[src/rtl/lcd_pkg.sv]
// ---------------------------------------------------------------------------
// lcd_pkg
// Shared constants for the HD44780 text writer: the sequencing FSM state
// encoding, the bus-cycle phase encoding, the LCD command bytes, the space
// character, and small helpers that map cursor positions and init steps to
// command bytes.
// ---------------------------------------------------------------------------
package lcd_pkg;

  // Sequencing FSM states (top level)
  localparam logic [2:0] ST_POWER_WAIT = 3'd0;
  localparam logic [2:0] ST_INIT       = 3'd1;
  localparam logic [2:0] ST_IDLE       = 3'd2;
  localparam logic [2:0] ST_SET_ADDR   = 3'd3;
  localparam logic [2:0] ST_WRITE_DATA = 3'd4;

  // Bus-cycle phases (lcd_write_cycle)
  localparam logic [1:0] PH_IDLE  = 2'd0;
  localparam logic [1:0] PH_SETUP = 2'd1;
  localparam logic [1:0] PH_PULSE = 2'd2;
  localparam logic [1:0] PH_WAIT  = 2'd3;

  // HD44780 command bytes
  localparam logic [7:0] CMD_FUNCTION_SET = 8'h38;
  localparam logic [7:0] CMD_DISPLAY_ON   = 8'h0C;
  localparam logic [7:0] CMD_CLEAR        = 8'h01;
  localparam logic [7:0] CMD_ENTRY_MODE   = 8'h06;
  localparam logic [7:0] CMD_LINE1        = 8'h80;
  localparam logic [7:0] CMD_LINE2        = 8'hC0;

  localparam logic [7:0] CHAR_SPACE = 8'h20;

  // Positions 0..15 live on line 1, 16..31 on line 2; bit 4 selects the line.
  function automatic logic [7:0] pos_to_addr(input logic [4:0] pos);
    return (pos[4] ? CMD_LINE2 : CMD_LINE1) | {4'h0, pos[3:0]};
  endfunction

  // Initialisation command issued at each step of the INIT state.
  function automatic logic [7:0] init_cmd(input logic [1:0] idx);
    logic [7:0] cmd;
    case (idx)
      2'd0:    cmd = CMD_FUNCTION_SET;
      2'd1:    cmd = CMD_DISPLAY_ON;
      2'd2:    cmd = CMD_CLEAR;
      default: cmd = CMD_ENTRY_MODE;
    endcase
    return cmd;
  endfunction

endpackage

[src/rtl/lcd_write_cycle.sv]
// ---------------------------------------------------------------------------
// lcd_write_cycle
// Runs one HD44780 write: latches RS/DATA on start, holds E low for
// E_CYCLES, high for E_CYCLES, drops E (LCD latches on that falling edge)
// and then waits CMD_WAIT_CYCLES, or CLEAR_WAIT_CYCLES when long_wait was
// set at start. RS/DATA stay stable until the next start.
//
// Ports
//   i_clk        clock
//   i_rst_n      asynchronous active-low reset
//   i_start      one-cycle request, honoured only while idle
//   i_rs         register select for this write (0 command, 1 data)
//   i_data       byte to write
//   i_long_wait  use the clear-command settle time
//   o_lcd_e      enable strobe
//   o_lcd_rs     register select to the LCD
//   o_lcd_data   data bus to the LCD
//   o_done       one-cycle pulse when the post-write wait has elapsed
// ---------------------------------------------------------------------------
module lcd_write_cycle
  import lcd_pkg::*;
#(
  parameter int unsigned E_CYCLES          = 50,
  parameter int unsigned CMD_WAIT_CYCLES   = 5_000,
  parameter int unsigned CLEAR_WAIT_CYCLES = 200_000
) (
  input  logic       i_clk,
  input  logic       i_rst_n,
  input  logic       i_start,
  input  logic       i_rs,
  input  logic [7:0] i_data,
  input  logic       i_long_wait,
  output logic       o_lcd_e,
  output logic       o_lcd_rs,
  output logic [7:0] o_lcd_data,
  output logic       o_done
);

  localparam logic [31:0] E_LAST     = 32'(E_CYCLES - 1);
  localparam logic [31:0] CMD_LAST   = 32'(CMD_WAIT_CYCLES - 1);
  localparam logic [31:0] CLEAR_LAST = 32'(CLEAR_WAIT_CYCLES - 1);

  logic [1:0]  r_phase;
  logic [31:0] r_cnt;
  logic        r_long;
  logic        r_e;
  logic        r_rs;
  logic [7:0]  r_data;
  logic        r_done;
  logic [31:0] w_wait_last;

  assign w_wait_last = r_long ? CLEAR_LAST : CMD_LAST;

  // Phase sequencer; a single counter is reused by every timed phase.
  always_ff @(posedge i_clk or negedge i_rst_n) begin
    if (!i_rst_n) begin
      r_phase <= PH_IDLE;
      r_cnt   <= '0;
      r_long  <= 1'b0;
      r_e     <= 1'b0;
      r_rs    <= 1'b0;
      r_data  <= 8'h00;
      r_done  <= 1'b0;
    end else begin
      r_done <= 1'b0;
      case (r_phase)
        PH_IDLE: begin
          if (i_start) begin
            r_rs    <= i_rs;
            r_data  <= i_data;
            r_long  <= i_long_wait;
            r_cnt   <= '0;
            r_phase <= PH_SETUP;
          end
        end
        PH_SETUP: begin
          if (r_cnt == E_LAST) begin
            r_cnt   <= '0;
            r_e     <= 1'b1;
            r_phase <= PH_PULSE;
          end else begin
            r_cnt <= r_cnt + 32'd1;
          end
        end
        PH_PULSE: begin
          if (r_cnt == E_LAST) begin
            r_cnt   <= '0;
            r_e     <= 1'b0;
            r_phase <= PH_WAIT;
          end else begin
            r_cnt <= r_cnt + 32'd1;
          end
        end
        PH_WAIT: begin
          if (r_cnt == w_wait_last) begin
            r_cnt   <= '0;
            r_phase <= PH_IDLE;
            r_done  <= 1'b1;
          end else begin
            r_cnt <= r_cnt + 32'd1;
          end
        end
      endcase
    end
  end

  assign o_lcd_e    = r_e;
  assign o_lcd_rs   = r_rs;
  assign o_lcd_data = r_data;
  assign o_done     = r_done;

endmodule

[src/rtl/lcd_text_writer.sv]
// ---------------------------------------------------------------------------
// lcd_text_writer
// Mirrors a PS/2 keyboard line buffer onto a 2x16 HD44780 display. After a
// power-on wait and the init sequence (0x38, 0x0C, 0x01, 0x06) it watches the
// character count: a new count writes the typed character, a count one lower
// than before blanks that cell, anything else just tracks the count.
//
// Ports
//   Clock_100MHz  clock
//   Reset_n       asynchronous active-low reset
//   ASCII         character code (asynchronous)
//   Char_count    character count, legal 0..32 (asynchronous)
//   LCD_DATA      LCD data bus
//   LCD_RS        0 command, 1 character data
//   LCD_RW        always 0
//   LCD_E         enable strobe
//   Init_done     high once initialisation has finished
//   Busy          high whenever the sequencer is not idle
// ---------------------------------------------------------------------------
module lcd_text_writer
  import lcd_pkg::*;
#(
  parameter int unsigned POWER_ON_CYCLES   = 2_000_000,
  parameter int unsigned E_CYCLES          = 50,
  parameter int unsigned CMD_WAIT_CYCLES   = 5_000,
  parameter int unsigned CLEAR_WAIT_CYCLES = 200_000
) (
  input  logic       Clock_100MHz,
  input  logic       Reset_n,
  input  logic [7:0] ASCII,
  input  logic [5:0] Char_count,
  output logic [7:0] LCD_DATA,
  output logic       LCD_RS,
  output logic       LCD_RW,
  output logic       LCD_E,
  output logic       Init_done,
  output logic       Busy
);

  localparam logic [31:0] PW_LAST = 32'(POWER_ON_CYCLES - 1);

  logic [2:0]  r_state;
  logic [31:0] r_pw_cnt;
  logic [1:0]  r_init_idx;
  logic        r_init_done;
  logic [7:0]  r_ascii_s1;
  logic [7:0]  r_ascii_s2;
  logic [5:0]  r_cnt_s1;
  logic [5:0]  r_cnt_s2;
  logic [5:0]  r_cnt_s3;
  logic [5:0]  r_last_count;
  logic [7:0]  r_char;
  logic        r_start;
  logic        r_cmd_rs;
  logic [7:0]  r_cmd_data;

  logic        w_done;
  logic        w_long_wait;
  logic        w_accept;
  logic        w_backspace;
  logic        w_typed;
  logic        w_write;
  logic [5:0]  w_prev;
  logic [4:0]  w_pos;
  logic [7:0]  w_char;

  // A count is trusted only once the synchronised value held for two cycles,
  // so a multi-bit change caught mid-transition is never acted upon.
  always_comb begin
    w_prev      = r_last_count - 6'd1;
    w_accept    = r_init_done && (r_cnt_s2 == r_cnt_s3) && (r_cnt_s2 != r_last_count);
    w_backspace = (r_cnt_s2 == w_prev) && (r_cnt_s2 <= 6'd31);
    w_typed     = (r_cnt_s2 != w_prev) && (r_cnt_s2 >= 6'd1) && (r_cnt_s2 <= 6'd32);
    w_write     = w_backspace || w_typed;
    // Count 32 lands on position 31: the low five bits wrap 0 -> 31.
    w_pos       = w_backspace ? r_cnt_s2[4:0] : (r_cnt_s2[4:0] - 5'd1);
    w_char      = w_backspace ? CHAR_SPACE : r_ascii_s2;
  end

  // Only a clear command needs the long settle time.
  assign w_long_wait = (r_cmd_data == CMD_CLEAR) && !r_cmd_rs;

  // Synchronisers and the sequencing FSM. r_start is a one-cycle request to
  // the bus-cycle engine; each bus state advances on the engine's done pulse.
  always_ff @(posedge Clock_100MHz or negedge Reset_n) begin
    if (!Reset_n) begin
      r_state      <= ST_POWER_WAIT;
      r_pw_cnt     <= '0;
      r_init_idx   <= 2'd0;
      r_init_done  <= 1'b0;
      r_ascii_s1   <= 8'h00;
      r_ascii_s2   <= 8'h00;
      r_cnt_s1     <= 6'd0;
      r_cnt_s2     <= 6'd0;
      r_cnt_s3     <= 6'd0;
      r_last_count <= 6'd0;
      r_char       <= 8'h00;
      r_start      <= 1'b0;
      r_cmd_rs     <= 1'b0;
      r_cmd_data   <= 8'h00;
    end else begin
      r_start    <= 1'b0;
      r_ascii_s1 <= ASCII;
      r_ascii_s2 <= r_ascii_s1;
      r_cnt_s1   <= Char_count;
      r_cnt_s2   <= r_cnt_s1;
      r_cnt_s3   <= r_cnt_s2;

      case (r_state)
        ST_POWER_WAIT: begin
          if (r_pw_cnt == PW_LAST) begin
            r_state    <= ST_INIT;
            r_init_idx <= 2'd0;
            r_cmd_rs   <= 1'b0;
            r_cmd_data <= init_cmd(2'd0);
            r_start    <= 1'b1;
          end else begin
            r_pw_cnt <= r_pw_cnt + 32'd1;
          end
        end
        ST_INIT: begin
          if (w_done) begin
            if (r_init_idx == 2'd3) begin
              r_state      <= ST_IDLE;
              r_init_done  <= 1'b1;
              // Whatever was typed during init is taken as the baseline.
              r_last_count <= r_cnt_s2;
            end else begin
              r_init_idx <= r_init_idx + 2'd1;
              r_cmd_data <= init_cmd(r_init_idx + 2'd1);
              r_start    <= 1'b1;
            end
          end
        end
        ST_IDLE: begin
          if (w_accept) begin
            r_last_count <= r_cnt_s2;
            r_char       <= w_char;
            if (w_write) begin
              r_state    <= ST_SET_ADDR;
              r_cmd_rs   <= 1'b0;
              r_cmd_data <= pos_to_addr(w_pos);
              r_start    <= 1'b1;
            end
          end
        end
        ST_SET_ADDR: begin
          if (w_done) begin
            r_state    <= ST_WRITE_DATA;
            r_cmd_rs   <= 1'b1;
            r_cmd_data <= r_char;
            r_start    <= 1'b1;
          end
        end
        ST_WRITE_DATA: begin
          if (w_done) begin
            r_state <= ST_IDLE;
          end
        end
        default: r_state <= ST_POWER_WAIT;
      endcase
    end
  end

  lcd_write_cycle #(
    .E_CYCLES          (E_CYCLES),
    .CMD_WAIT_CYCLES   (CMD_WAIT_CYCLES),
    .CLEAR_WAIT_CYCLES (CLEAR_WAIT_CYCLES)
  ) u_write_cycle (
    .i_clk       (Clock_100MHz),
    .i_rst_n     (Reset_n),
    .i_start     (r_start),
    .i_rs        (r_cmd_rs),
    .i_data      (r_cmd_data),
    .i_long_wait (w_long_wait),
    .o_lcd_e     (LCD_E),
    .o_lcd_rs    (LCD_RS),
    .o_lcd_data  (LCD_DATA),
    .o_done      (w_done)
  );

  assign LCD_RW    = 1'b0;
  assign Init_done = r_init_done;
  assign Busy      = (r_state != ST_IDLE);

endmodule

[config.mk]
export PLATFORM = sky130hd
export DESIGN_NAME = lcd_text_writer
export DESIGN_NICKNAME = d
export VERILOG_FILES = /design/src/rtl/lcd_pkg.sv /design/src/rtl/lcd_write_cycle.sv /design/src/rtl/lcd_text_writer.sv
export SDC_FILE = /design/constraint.sdc
export NUM_CORES = 1
export LEC_CHECK = 0
export ABC_AREA = 1
export BUFFER_PORTS_ARGS = -buffer_cell sky130_fd_sc_hd__buf_2
export CORE_ASPECT_RATIO = 1.75
export CORE_UTILIZATION = 30
export DETAILED_ROUTE_END_ITERATION = 12
export GPL_TIMING_DRIVEN = 0
export REMOVE_ABC_BUFFERS = 1
export SETUP_SLACK_MARGIN = 0.4
export SLEW_MARGIN = 20
export SYNTH_ARGS = -nofsm -noshare
export SYNTH_HDL_FRONTEND = slang
export SYNTH_SLANG_ARGS = --single-unit
[constraint.sdc]
create_clock -name Clock_100MHz -period 3.63 [get_ports Clock_100MHz]
set_input_delay 0.9075 -clock Clock_100MHz [delete_from_list [all_inputs] [get_ports Clock_100MHz]]
set_output_delay 0.9075 -clock Clock_100MHz [all_outputs]
set_load 0.005 [all_outputs]
==> impl_metrics.toml, run 1 <==
[run_status]
run_status = "finished clean"

[place]
dp_cells = 1328
io_buffers = 27
hpwl_um = 14700
gp_congestion = 0.898

[setup_path]
crit_end = "r_state[0]$_DFFE_PN0P_"
worst-path-stages = 12
rrSetupSlack_ns = 0.89
cp_max_fo = 23
crit_chain = "ha_1, inv_1, nor2_2, nand3_1, nor3_1, nand2_1, nand2_1, nand2_1, inv_2, nand3_1, nand2_1, nand2_1"
critPathBufInv = 2
crit_path_top_delay_cell = "nand2_1"
cp_common_cell = "nand2_1"
critPathTopFamily = "simple AND/OR/NAND/NOR gates"
slowest_delay_ns = 0.63
critPathLaunch = "r_pw_cnt[0]$_DFFE_PN0P_"
worstPathRequired_ns = 3.95
r2r-end = "r_state[0]$_DFFE_PN0P_"
end_kind = "flop"
crit_path_start_kind = "flop"
crit_arrival_ns = 3.07
r2r_start = "r_pw_cnt[0]$_DFFE_PN0P_"
r2r_cells = 12
crit_type = "flop to flop"

[detailed_routing]
wl_um = 19400
via_per_inst = 4.80
route.detailed.drc = 0
first_pass_iters = 5
drt_iter0_drc = 341
post_drt_wl_per_cell_um = 14.3
vias = 6525
antenna_left = 0

[timing]
finClkSkew_ns = 0.00817
rsz0062_at_grt = "false"
maxSlewViolCount = 0
min_period_ns = 2.74
worstMarginPinSlew_ns = 0.822
finalHoldViolations = 0
fin_tns_setup_ns = 0
maxSlewHeadroom_pct = 45.1
finalSetupViolations = 0
fmax_mhz = 364
period_share_pct = 75.6

[power]
total_power_uw = 3620
p_switching_uw = 770
total_leakage_power_uw = 0.00405
p_seq_share_pct = 44.6
pwr-share-comb_pct = 2.2
vdd_drop_max_mv = 0.317
netSwitchingFraction_pct = 21.3
cell_internal_pwr_uw = 2850
p_per_area_nw_per_um2 = 405
power_frac_clock_pct = 53.2

[die]
io_pins = 29
fp.dieW_um = 124
initial_core_util_pct = 30.7
num_rows = 77
die_h_um = 215
die_area_sq_um = 26600
core-area_sq_um = 25300

[global_routing]
antenna_found_initial = 0
grt_pass1_wl_um = 32100
busiest_layer = "met2"
met2_usage_pct = 29.0
grt_start_max_net_pins = 81
grt_pass1_vias = 6660
grt.met3_usage_pct = 3.58
grtUsageMet1_pct = 15.5
gr-total-overflow = 0
grt_use_total_pct = 15.7

[synth]
syn_inst = 1005
synth-edff-count = 0
netlist_area_sq_um = 7790
synth_ff_type = "dfrtp_1"
synth_top_area_share_pct = 45.6
yosys.area.top_type = "dfrtp_1"
seq_area_frac_synth_pct = 45.6
ys_warn_count = 0
async_flop_share_pct = 100
ys_types = 44
syn_avg_cell_area_sq_um = 7.75
synth_area_leaders = "dfrtp_1 46%, nand2_1 14%, xor2_1 5.3%"
ys_seq_elements = 142

[cts]
holdBufCountCts = 0
postCtsSetupBuffers = 0
cts_resized = 0
path_clk_slew_ns = 0.06
clock_latency_ns = 0.44
cts-buffers-inserted = 17
cts_sinks = 142
cts_buffer_depth = 2
htreeDepth = 4
cts_tree = "built"
cts-root-buf = "clkbuf_16"

[cells_and_area]
antennaDiodeCount = 0
fin_cells = 1359
final_nets = 1062
drive_gt1_share_pct = 9.40
area_growth_pct = 14.5

[job]
cap_violations = 0

[min_path]
hp-class = "flop to flop"
==> cell usage in the layout, fill, tap and decap left out, types with 11 or more instances in the layout <==
master / instances
clkbuf_16: 17
nand2_1: 290
nand4_1: 30
nor2_1: 95
dfrtp_1: 142
inv_2: 11
nor3_1: 43
buf_2: 26
xor2_1: 47
ha_1: 15
inv_1: 101
o21ai_1: 11
a21oi_1: 11
nand3_1: 64
o21ai_0: 53
==> worst min-delay path by stage <==
stage | from | to | slack, ns | depth (start not counted)
after floorplan | r_ascii_s1[0]$_DFF_PN0_ | r_ascii_s2[0]$_DFF_PN0_ | 0.33 | 0
after global placement | r_cnt_s1[1]$_DFF_PN0_ | r_cnt_s2[1]$_DFF_PN0_ | 0.33 | 0
after detailed placement | r_ascii_s1[0]$_DFF_PN0_ | r_ascii_s2[0]$_DFF_PN0_ | 0.33 | 0
after CTS | r_ascii_s1[0]$_DFF_PN0_ | r_ascii_s2[0]$_DFF_PN0_ | 0.35 | 0
after global routing | r_ascii_s1[1]$_DFF_PN0_ | r_ascii_s2[1]$_DFF_PN0_ | 0.35 | 0
final | r_ascii_s1[4]$_DFF_PN0_ | r_ascii_s2[4]$_DFF_PN0_ | 0.34 | 0
==> metal layers <==
layer / vias up / wire length [um]
met1: 3067 / 7310
met3: 53 / 464
met2: 104 / 10700
li1: 3301 / -
met5: - / 0
met4: 0 / 898
==> worst register-to-register path: cells and delay by family, from the launching register on <==
family	cells	cell delay, ns
and+or+nand+nor	9	1.87
adders and majority gates	1	0.17
DFF	1	0.41
buffers and inverters	2	0.19
==> power groups by stage <==
stage | Clock, uW | Combinational, uW | Sequential (uW)
2_1_floorplan | 0 | 30.9 | 1640
5_1_grt | 2030 | 93.9 | 1620
3_3_place_gp | 0 | 76.8 | 1640
3_5_place_dp | 0 | 82.8 | 1640
4_1_cts | 1970 | 83.2 | 1610
6_report | 1920 | 79.5 | 1610
==> state kept, by name (all words and copies together), names as in the netlist, 2 cells and up <==
signal	cells
r_ascii_s2	8
r_last_count	6
r_ascii_s1	8
r_cmd_data	8
r_pw_cnt	32
u_write_cycle.r_cnt	32
r_state	3
r_cnt_s3	6
r_init_idx	2
r_char	8
u_write_cycle.o_lcd_data	8
r_cnt_s2	6
u_write_cycle.r_phase	2
r_cnt_s1	6
==> area by class of cell <==
cell class,count,area [sq um]
Sequential cell,142,3550
Fill cell,2636,16400
Timing Repair Buffer,29,188
Tap cell,316,395
Clock inverter,13,213
Inverter,113,424
Clock buffer,18,429
Multi-Input combinational cell,728,3720
==> Yosys cell counts, types with 2 or more instances <==
cell	number
nand4_1	30
xor2_1	47
o21ai_0	53
buf_2	11
nand2_2	6
nor2_1	96
nand2_1	290
o21ai_2	3
nor2_4	3
nand3_4	2
inv_2	11
nor4_1	8
ha_1	15
inv_1	101
o21ai_1	11
clkbuf_1	8
xnor2_1	10
a21oi_1	12
a22oi_1	4
o2111ai_1	6
dfrtp_1	142
nand3_1	64
nand3_2	2
nor3_1	43
o31ai_1	2
nor2_2	7
==> stage by stage <==
stage | utilization, % | setup slack [ns] | hold slack, ns | cell area [sq um]
6_report | 35.2 | 0.886 | 0.343 | 8920
5_1_grt | 35.2 | 0.614 | 0.349 | 8920
4_1_cts | 35.2 | 0.832 | 0.345 | 8920
3_5_place_dp | 32.7 | 0.842 | 0.335 | 8280
3_3_place_gp | 32.4 | -0.452 | 0.334 | 8210
2_1_floorplan | - | 1.12 | 0.331 | 7680
==> logic make-up after synthesis <==
group	count (synthesis)	synth area share [%]
AOI/OAI and AO/OA	97	7.10
xor gates and xnor gates	57	6.41
adders and majority gates	15	2.41
buffers and inverters	135	6.83
DFF	142	45.6
other	1	0.0481
and+or+nand+nor	558	31.6
No activity file was read; power rests on OpenSTA's default activity.
==> run 2: changes to the inputs <==
==> constraint.sdc (replaced) <==
create_clock -name Clock_100MHz -period 2.66 [get_ports Clock_100MHz]
set_input_delay 0.665 -clock Clock_100MHz [delete_from_list [all_inputs] [get_ports Clock_100MHz]]
set_output_delay 0.665 -clock Clock_100MHz [all_outputs]
set_load 0.005 [all_outputs]
==> run 2 against run 1 <==
Against the previous run:
- first-iteration DRC count decreased by 0.88%
- total power up 36%
- clock skew rose by 0.00061 ns
- non-clock buffer count up 8
- routed wire length up 2.0%
- hold slack worse by 0.16 ns
- utilization is 0.58 points higher
- largest power group unchanged
- final area increased by 1.7%
- combinational power is 37% higher
==> impl_metrics.toml, run 2 (synthesis results as in run 1) <==
[timing]
finalSetupViolations = 0
finalHoldViolations = 0
worstMarginPinSlew_ns = 0.541
worst_slack_ns = 0.394
fin_hold_ws_ns = 0.182
finClkSkew_ns = 0.00878
period_share_pct = 85.2
maxSlewViolCount = 0
min_period_ns = 2.27
rsz0062_at_grt = "true"
fmax_mhz = 441
maxSlewHeadroom_pct = 63.7

[detailed_routing]
post_drt_wl_per_cell_um = 14.5
antenna_left = 0
vias = 6665
first_pass_iters = 5
drt_iter0_drc = 338
via_per_inst = 4.87
wl_um = 19800
route.detailed.drc = 0

[cells_and_area]
fin_cells = 1368
final_nets = 1071
drive_gt1_share_pct = 10.9
area_growth_pct = 16.4
antennaDiodeCount = 0
mostFrequentLayoutCells = "288 x nand2_1, 142 x dfrtp_1, 100 x inv_1, 94 x nor2_1, 63 x nand3_1"
final_common_cell = "nand2_1"
largestRegisters = "r_pw_cnt x32, u_write_cycle.r_cnt x32"

[setup_path]
cp_max_fo = 6
crit_arrival_ns = 1.60
worstPathRequired_ns = 2.00
end_kind = "primary output"
crit_path_start_kind = "flop"
crit_type = "flop to primary output"
r2r_cells = 12

[power]
vdd_drop_max_mv = 0.429
total_power_uw = 4930
total_leakage_power_uw = 0.00412
p_per_area_nw_per_um2 = 544

[global_routing]
grt_use_total_pct = 15.9
grt_pass1_wl_um = 32300
grt_pass1_vias = 6675
grt_start_max_net_pins = 81
antenna_found_initial = 0
gr-total-overflow = 0

[run_status]
run_status = "finished clean"

[die]
io_pins = 29
num_rows = 77
die_h_um = 215
die_area_sq_um = 26600
initial_core_util_pct = 30.7
core-area_sq_um = 25300
fp.dieW_um = 124

[place]
gp_congestion = 0.898
hpwl_um = 14700
dp_cells = 1328
dp_slack_ns = -0.128
io_buffers = 27

[cts]
cts_sinks = 142
holdBufCountCts = 0
cts_buffer_depth = 2
path_clk_slew_ns = 0.06
cts-root-buf = "clkbuf_16"
cts_tree = "built"
htreeDepth = 4
cts-buffers-inserted = 17
clock_latency_ns = 0.44

[min_path]
hp-class = "input pin to async pin"

[job]
cap_violations = 0
[run 2: cell types whose count changed in the layout (fill, tap and decap cells not counted), sizes merged]
cell / delta
buf: +8
a21oi: +1
[run 2: what timing repair did]
| item | 4_1_cts | 5_1_grt |
|---|---|---|
| endpoints found under the setup margin | 52 | 43 |
| resized for setup | 8 | 9 |
| pin swaps | 0 | 2 |
| buffers inserted | 0 | 8 |
| gates cloned | 0 | 1 |
[run 2: per-stage QoR]
stage | setup TNS (ns) | utilization, % | instance area (sq um)
CTS | 0 | 35.3 | 8950
global placement | -193.99 | 32.4 | 8210
detailed placement | -0.556 | 32.7 | 8280
global route | 0 | 35.8 | 9070
finish | 0 | 35.8 | 9070
floorplan | 0 | - | 7680
[run 2: routing by layer]
layer	share of wire (%)	track usage [%]	vias up
met5	0	0	-
met3	2.5	3.90	52
met4	4.3	8.47	0
li1	-	-	3317
met1	37	15.6	3177
met2	56	29.4	119
[run 2: where the power goes]
part / switching [uW] / internal, uW
Clock: 956 / 1670
Combinational: 76.7 / 31.8
Sequential: 16.1 / 2190
[run 2: area by class of cell]
| class | instances | area, sq um |
|---|---|---|
| fillers | 2619 | 16300 |
| multi-input cells | 729 | 3800 |
| flip-flops and latches | 142 | 3550 |
| clock buffers | 18 | 429 |
| inverters | 113 | 425 |
| well taps | 316 | 395 |
| repair buffers | 37 | 248 |
| clock inverters | 13 | 213 |
[run 2: final timing paths]
| kind | start | endpoint | slack, ns |
|---|---|---|---|
| min reg2reg | r_ascii_s1[0]$_DFF_PN0_ | r_ascii_s2[0]$_DFF_PN0_ | 0.34 |
| max | r_state[1]$_DFFE_PN0P_ | Busy | 0.39 |
| min | Reset_n | u_write_cycle.r_cnt[21]$_DFFE_PN0N_ | 0.18 |
| max in group asynchronous | Reset_n | r_pw_cnt[17]$_DFFE_PN0P_ | 1.70 |
| min in group Clock_100MHz | ASCII[7] | r_ascii_s1[7]$_DFF_PN0_ | 0.33 |
| max reg2reg | r_pw_cnt[28]$_DFFE_PN0P_ | r_state[0]$_DFFE_PN0P_ | 0.54 |
[run 2: worst max-delay path: stages, from the launching register on]
cell,delay [ns]
dfrtp_1,0.42
inv_1,0.09
nor2_2,0.11
inv_2,0.08
nor2_4,0.19
inv_2,0.12
buf_2,0.15
